==> src/rtl/pipe_pkg.sv <==
`default_nettype none
// ============================================================================
// Module      : pipe_pkg
// Description : Shared widths, constants and types for the 5-stage pipeline
//               stage blocks (register numbers, data words).
// Revision    : 1.0 - initial release
// ============================================================================
package pipe_pkg;

  localparam int DATA_W   = 32;
  localparam int REG_AW   = 5;
  localparam int NUM_REGS = 1 << REG_AW;

  // Architectural zero register number.
  localparam logic [REG_AW-1:0] REG_ZERO = 5'd0;

  typedef logic [DATA_W-1:0] word_t;
  typedef logic [REG_AW-1:0] regnum_t;

endpackage : pipe_pkg
`default_nettype wire

==> src/rtl/pipe_regfile.sv <==
`default_nettype none
// ============================================================================
// Module      : pipe_regfile
// Description : 2-read / 1-write general-purpose register array. r0 reads as
//               zero and is never written. Asynchronous active-low clear.
//               Optional write-through bypass on both read ports, enabled by
//               defining PIPE_WB_BYPASS_EN.
// Revision    : 1.0 - initial release
// ============================================================================
module pipe_regfile #(
  parameter int DATA_W = 32,
  parameter int REG_AW = 5
) (
  input  logic              clock,
  input  logic              resetn,
  input  logic              we,
  input  logic [REG_AW-1:0] waddr,
  input  logic [DATA_W-1:0] wdata,
  input  logic [REG_AW-1:0] rna,
  input  logic [REG_AW-1:0] rnb,
  output logic [DATA_W-1:0] qa,
  output logic [DATA_W-1:0] qb
);
  import pipe_pkg::*;

  localparam int                NUM_ENTRIES = 1 << REG_AW;
  localparam logic [REG_AW-1:0] c_REG_ZERO  = REG_AW'(REG_ZERO);

  logic [DATA_W-1:0] r_regs [NUM_ENTRIES];
  logic              w_wr_ok;
  logic [DATA_W-1:0] w_qa;
  logic [DATA_W-1:0] w_qb;

  // A write only lands on a non-zero register; r0 storage stays at reset zero.
  assign w_wr_ok = we && (waddr != c_REG_ZERO);

  // Register array: asynchronous clear of every entry, single write port.
  always_ff @(posedge clock or negedge resetn) begin
    if (!resetn) begin
      for (int i = 0; i < NUM_ENTRIES; i++) begin
        r_regs[i] <= '0;
      end
    end else if (w_wr_ok) begin
      r_regs[waddr] <= wdata;
    end
  end

  // Combinational read ports with r0 forced to zero and optional write-through.
  always_comb begin
    w_qa = r_regs[rna];
    w_qb = r_regs[rnb];
    if (rna == c_REG_ZERO) w_qa = '0;
    if (rnb == c_REG_ZERO) w_qb = '0;
`ifdef PIPE_WB_BYPASS_EN
    // The value being committed this cycle is visible before the edge.
    if (w_wr_ok && (waddr == rna)) w_qa = wdata;
    if (w_wr_ok && (waddr == rnb)) w_qb = wdata;
`endif
  end

  assign qa = w_qa;
  assign qb = w_qb;

endmodule : pipe_regfile
`default_nettype wire

==> src/rtl/pipe_wb_regfile.sv <==
`default_nettype none
// ============================================================================
// Module      : pipe_wb_regfile
// Description : Write-back stage plus register file. Selects load data or ALU
//               result, commits it to the 32 x 32 register file, serves the two
//               ID-stage read ports and counts committed register writes.
//               Define PIPE_WB_BYPASS_EN for write-through reads.
// Revision    : 1.0 - initial release
// ============================================================================
module pipe_wb_regfile #(
  parameter int DATA_W = 32,
  parameter int REG_AW = 5,
  parameter int CNT_W  = 32
) (
  input  logic              clock,
  input  logic              resetn,
  input  logic              wwreg,
  input  logic              wm2reg,
  input  logic [DATA_W-1:0] wmo,
  input  logic [DATA_W-1:0] walu,
  input  logic [REG_AW-1:0] wrn,
  input  logic [REG_AW-1:0] rna,
  input  logic [REG_AW-1:0] rnb,
  output logic [DATA_W-1:0] qa,
  output logic [DATA_W-1:0] qb,
  output logic [DATA_W-1:0] wdi,
  output logic [CNT_W-1:0]  wb_count
);
  import pipe_pkg::*;

  localparam logic [REG_AW-1:0] c_REG_ZERO = REG_AW'(REG_ZERO);

  logic [DATA_W-1:0] w_wdi;
  logic              w_commit;
  logic [CNT_W-1:0]  r_wb_count;

  // Write-back data select; valid regardless of wwreg so forwarding can use it.
  assign w_wdi = wm2reg ? wmo : walu;

  // A write retires only outside reset and never to r0. Gating with resetn
  // also keeps a bypassed read at zero while reset is held.
  assign w_commit = resetn & wwreg & (wrn != c_REG_ZERO);

  // Retired-write counter, free-running wrap.
  always_ff @(posedge clock or negedge resetn) begin
    if (!resetn) begin
      r_wb_count <= '0;
    end else if (w_commit) begin
      r_wb_count <= r_wb_count + CNT_W'(1);
    end
  end

  pipe_regfile #(
    .DATA_W (DATA_W),
    .REG_AW (REG_AW)
  ) u_regfile (
    .clock  (clock),
    .resetn (resetn),
    .we     (w_commit),
    .waddr  (wrn),
    .wdata  (w_wdi),
    .rna    (rna),
    .rnb    (rnb),
    .qa     (qa),
    .qb     (qb)
  );

  assign wdi      = w_wdi;
  assign wb_count = r_wb_count;

endmodule : pipe_wb_regfile
`default_nettype wire

==> config.mk <==
export PLATFORM = sky130hd
export DESIGN_NAME = pipe_wb_regfile
export DESIGN_NICKNAME = d
export VERILOG_FILES = /design/src/rtl/pipe_pkg.sv /design/src/rtl/pipe_regfile.sv /design/src/rtl/pipe_wb_regfile.sv
export SDC_FILE = /design/constraint.sdc
export NUM_CORES = 2
export LEC_CHECK = 0
export CAP_MARGIN = 20
export CELL_PAD_IN_SITES_DETAIL_PLACEMENT = 0
export CELL_PAD_IN_SITES_GLOBAL_PLACEMENT = 2
export CORE_ASPECT_RATIO = 0.9
export CORE_MARGIN = 8
export CORE_UTILIZATION = 42
export DETAILED_ROUTE_END_ITERATION = 10
export GPL_TIMING_DRIVEN = 0
export PLACE_DENSITY_LB_ADDON = 0.1
export SETUP_SLACK_MARGIN = 0.02
export SLEW_MARGIN = 25
export SYNTH_ARGS = -nofsm -noshare
export SYNTH_HDL_FRONTEND = slang
export SYNTH_SLANG_ARGS = --single-unit
==> constraint.sdc <==
create_clock -name clock -period 5.3 [get_ports clock]
set_input_delay 1.59 -clock clock [delete_from_list [all_inputs] [get_ports clock]]
set_output_delay 1.59 -clock clock [all_outputs]
set_load 0.01 [all_outputs]
# --- After elaboration in Yosys (flattened, before gate mapping) ---
# Index checks and enable logic that the tools add are counted.
totals:
  elab_cells: 60
  out_inout_bits: 128
  register_bits: 1056
  input_bits: 83
classes:
  addsub: 1
  n_reduce_logical: 5
  bitwise: 5
  n_mux: 12
  order_cmp: 4
op_table:
  columns: ["op", "count"]
  rows:
  - ["$bwmux 1024", 1]
  - ["$bmux 32 s5", 2]
  - ["$mux 32", 8]
  - ["$demux 32 s5", 1]
  - ["$add 32x1->32 const B", 1]
  - ["$ge 6x6->1 const B", 3]
  - ["$not 5->6", 3]
  - ["$logic_not 5->1", 2]
  - ["$lt 6x1->1 const B", 1]
  - ["$reduce_bool 5->1", 1]
  - ["$and 1x1->1", 2]
  - ["$logic_and 1x1->1", 2]

# --- Logic depth before layout (Yosys ltp) ---
depth:
  ltp_word: 6
  mapped_depth: 9
  depth_no_buf: 5

# --- By module ---
# Synthesis repeated with hierarchy kept, for this count alone.
hier_totals:
  cells_unflattened: 3787
  hier_area_um2: 56294.0
modules_own_cells:
  columns: ["module", "area_per_inst_um2", "instances", "seq_area_each_um2", "cells_per_inst"]
  rows:
  - ["pipe_regfile", 54357.1, 1, 25624.6, 3621]
  - ["pipe_wb_regfile", 1936.9, 1, 800.8, 166]

# --- Worst setup path before layout ---
# OpenSTA, ideal clock, no wires.
synth_path:
  kind: "input to output"
  start: "input rna[0]"
  end: "output qa[31]"
  t_arrival_ns: 3.238
  setup_slack_ns: 0.472
  required_ns: 3.710
  path_stages: 8
  n_path_buf: 3
  cell_sequence: "buf_2 buf_6 inv_2 buf_2 nor2_1 a21oi_1 a311oi_1 a2111oi_0"
synth_between:
  elab_chain_len: 5
  elab_cells_between_ends: 6
  cone_classes: "mux: 4; bitwise: 1; reduce/logical: 1"
synth_lines:
  columns: ["element", "line_no", "rtl"]
  rows:
  - ["start: declaration", "pipe_wb_regfile.sv:22", "input logic [REG_AW-1:0] rna,"]
  - ["$not 5->6 (implied by the code)", "pipe_regfile.sv:50", "w_qa = r_regs[rna];"]
  - ["$bmux 32 s5", "pipe_regfile.sv:50", null]
  - ["$mux 32 (implied by the code) (2 in series)", "pipe_regfile.sv:50", null]
  - ["$mux 32 (*)", "pipe_regfile.sv:52", "if (rna == c_REG_ZERO) w_qa = '0;"]
  - ["end: declaration", "pipe_wb_regfile.sv:24", "output logic [DATA_W-1:0] qa,"]
# Mark *: on every way between the ends. The rest lies on a longest branch, timed or not. The select of a mux whose other input is x is not followed.

# --- Worst setup path after layout ---
layout_path:
  start: "input rna[1]"
  end: "output qa[1]"
# Same word-level chain as after synthesis.

==> qor.yml <==
status: "finished with violations"
violations: "negative setup slack"
cts_tree: "done"
power.total_mw: 25.7
synth_area_leaders: "dfrtp_1 48%, mux4_2 18%, a21oi_1 7.8%"
start_kind: "primary input"
clk_latency_ns: 0.75
grt_pass1_vias: 47100
synthFlopType: "dfrtp_1"
ys_seq_area_share_pct: 48.1
synth_seq_cells: 1056
grt_max_degree: 129
drt_iter0_markers: 6816
drv_cap: 0
gr-total-overflow: 0
setup_viol: 12
seq_area_um2: 26400
tightest_slew_ns: 1.11
fp.dieH_um: 359
routed_wl_um: 267000
synthAdderAreaFrac_pct: 0.0228
dr.pass1.iters: 6
holdCritPathClass: "flip-flop to flip-flop"
post-route-util_pct: 52.7
critical_path.cell_chain: "buf_12 > buf_12 > buf_16 > buf_16 > mux2i_1 > a22o_1 > a21oi_2 > a311oi_4 > a2111oi_4 > buf_2"
synth_nets: 5150
cts-hold-fix-buffers: 0
grt_usage_pct: 36.7
path_class: "primary input to primary output"
slew_headroom_pct: 26.2
hold_viol: 0
cp_slowest_cell: "a2111oi_4"
synth_top_area_share_pct: 48.1
synth-async-reset-ratio_pct: 100
max_stage_delay_ns: 0.70
crit_start: "rna[1]"
top_layer: "met5"
die_area_um2: 143000
leakagePower_nw: 29.2
hp-start: "wb_count[31]"
port_buffers: 202
antenna_found_initial: 13
fp.coreArea_um2: 131000
cts.htree.levels: 3
vdd_drop_max_mv: 0.250
worstPathRequired_ns: 3.71
yosysWarnings: 0
skew_ns: 0.00628
finalCritPeriodShare_pct: 104
layout_setup_ws_ns: -0.226
synthSimpleGateAreaFrac_pct: 10.3
fmax_mhz: 181
vias: 47600
clock_path_buffers: 3
synthMuxAreaShare_pct: 23.2
crit_path_end_kind: "primary output"
rsz0062_at_grt: "true"
yosysTopAreaCell: "dfrtp_1"
min_period_ns: 5.53
crit_fanout: 8
multi_input_area_um2: 28400
dr_wl_met3_um: 31400
cts.sinks: 1056
synthCells: 5066
final_common_cell: "dfrtp_1"
synth-edff-count: 0
synthesis.area_um2: 54900
dr_wl_met2_um: 111000
synth_top_family_by_area: "multiplexers"
synth_xor_area_share_pct: 0.494
vias_per_cell: 6.52
path_clk_slew_ns: 0.06
p_per_area_nw_per_um2: 373
drcViolationCount: 0
numCtsBuffers: 117
wl_met1_um: 108000
tns_ns: -1.03
cts-root-buf: "clkbuf_16"
die_x_um: 397
r2r-start: "wb_count[3]"
avgSynthCellArea_um2: 10.8
mostFrequentLayoutCells: "1,056 x dfrtp_1, 855 x nor2_1, 843 x a21oi_1"
final-max-slew-violation-count: 0
ios: 211
layout-area-overhead-vs-synth_pct: 25.2
wl_per_cell_um: 36.6
gp_congestion: 1.00
grt_first_pass_wirelength_um: 370000
hpwlAfterDp_um: 193000
arrival_ns: 3.94
initial_utilization_pct: 42.1
postRouteAntennaNets: 0
fill_cells: 11800
drive_gt1_share_pct: 25.6
synth_compound_area_share_pct: 13.0
rows: 126
nets: 5557
yosysUniqueCellTypes: 58
synth_stat cells, types with 15 or more instances:
| library cell | count |
|---|---|
| buf_2 | 157 |
| a221oi_1 | 43 |
| mux2_2 | 66 |
| nor2_1 | 858 |
| buf_4 | 34 |
| mux4_2 | 429 |
| o21ai_0 | 205 |
| clkbuf_1 | 309 |
| xnor2_1 | 24 |
| nand2_1 | 414 |
| a21oi_1 | 855 |
| o221ai_1 | 32 |
| dfrtp_1 | 1056 |
| buf_1 | 15 |
| mux2i_1 | 233 |
| a22oi_1 | 28 |
| a31oi_1 | 64 |
| inv_1 | 37 |
layout make-up:
cell class / count / share of cell area, %
antenna: 8 / 0.0291
buffer: 518 / 6.32
clock buffer: 181 / 5.12
clock inverter: 32 / 0.610
inverter: 39 / 0.224
multi-input combinational: 3436 / 41.2
sequential: 1056 / 38.4
tap: 1728 / 3.14
timing repair buffer: 305 / 4.88
metal layers:
metal  vias to the layer above  track usage [%]
met5                         -            0.893
met4                         6             18.7
met3                       670             11.7
met2                      3114             51.4
met1                     24800             50.8
li1                      19100                -
logic make-up after synthesis:
kind of cell,Yosys count
and+or+nand+nor,1383
AOI/OAI and AO/OA,1293
DFF,1056
muxes,728
buffers and inverters,574
xor gates and xnor gates,31
adders and majority gates,1
sequential cells by signal, indices dropped and copies added (netlist names):
| signal | count |
|---|---|
| wb_count | 32 |
| u_regfile.r_regs | 1024 |
worst max-delay path: cells and delay by family:
| kind | cells | cell delay [ns] |
|---|---|---|
| AO/OA/AOI/OAI | 4 | 1.32 |
| buffers and inverters | 5 | 0.88 |
| multiplexers | 1 | 0.12 |
worst paths after layout:
path	to	slack [ns]	depth (start not counted)
max	qa[1]	-0.23	10
min	wb_count[31]	0.47	1
max reg2reg	wb_count[31]	3.30	5
min reg2reg	wb_count[31]	0.47	1
max in group asynchronous	u_regfile.r_regs[220]	1.97	5
min in group asynchronous	u_regfile.r_regs[1005]	0.75	1
stage by stage:
step / setup WS, ns / cells / cell area, um2 / hold WS, ns
2_1_floorplan: 0.472 / 5066 / 54900 / 0.441
3_3_place_gp: -48.40 / 6996 / 59100 / 0.454
3_5_place_dp: -2.27 / 7008 / 59600 / 0.464
4_1_cts: -0.0548 / 7272 / 68200 / 0.474
5_1_grt: -0.147 / 7295 / 68700 / 0.491
6_report: -0.226 / 7303 / 68800 / 0.471
report_power, final:
group          internal (mW)  total, mW  leakage [nW]  switching, mW
clock network           5.01       8.61          1.94           3.60
registers               9.52       10.8          13.5           1.26
logic                   2.93       6.27          13.7           3.34
total                   17.5       25.7          29.2           8.20
repair_timing:
item | 4_1_cts | 5_1_grt
cloned | 6 | 4
setup endpoints to repair | 96 | 69
setup buffers | 60 | 22
resized for setup | 1096 | 78
pin swaps | 76 | 38
Power figures use the tool's default switching activity.
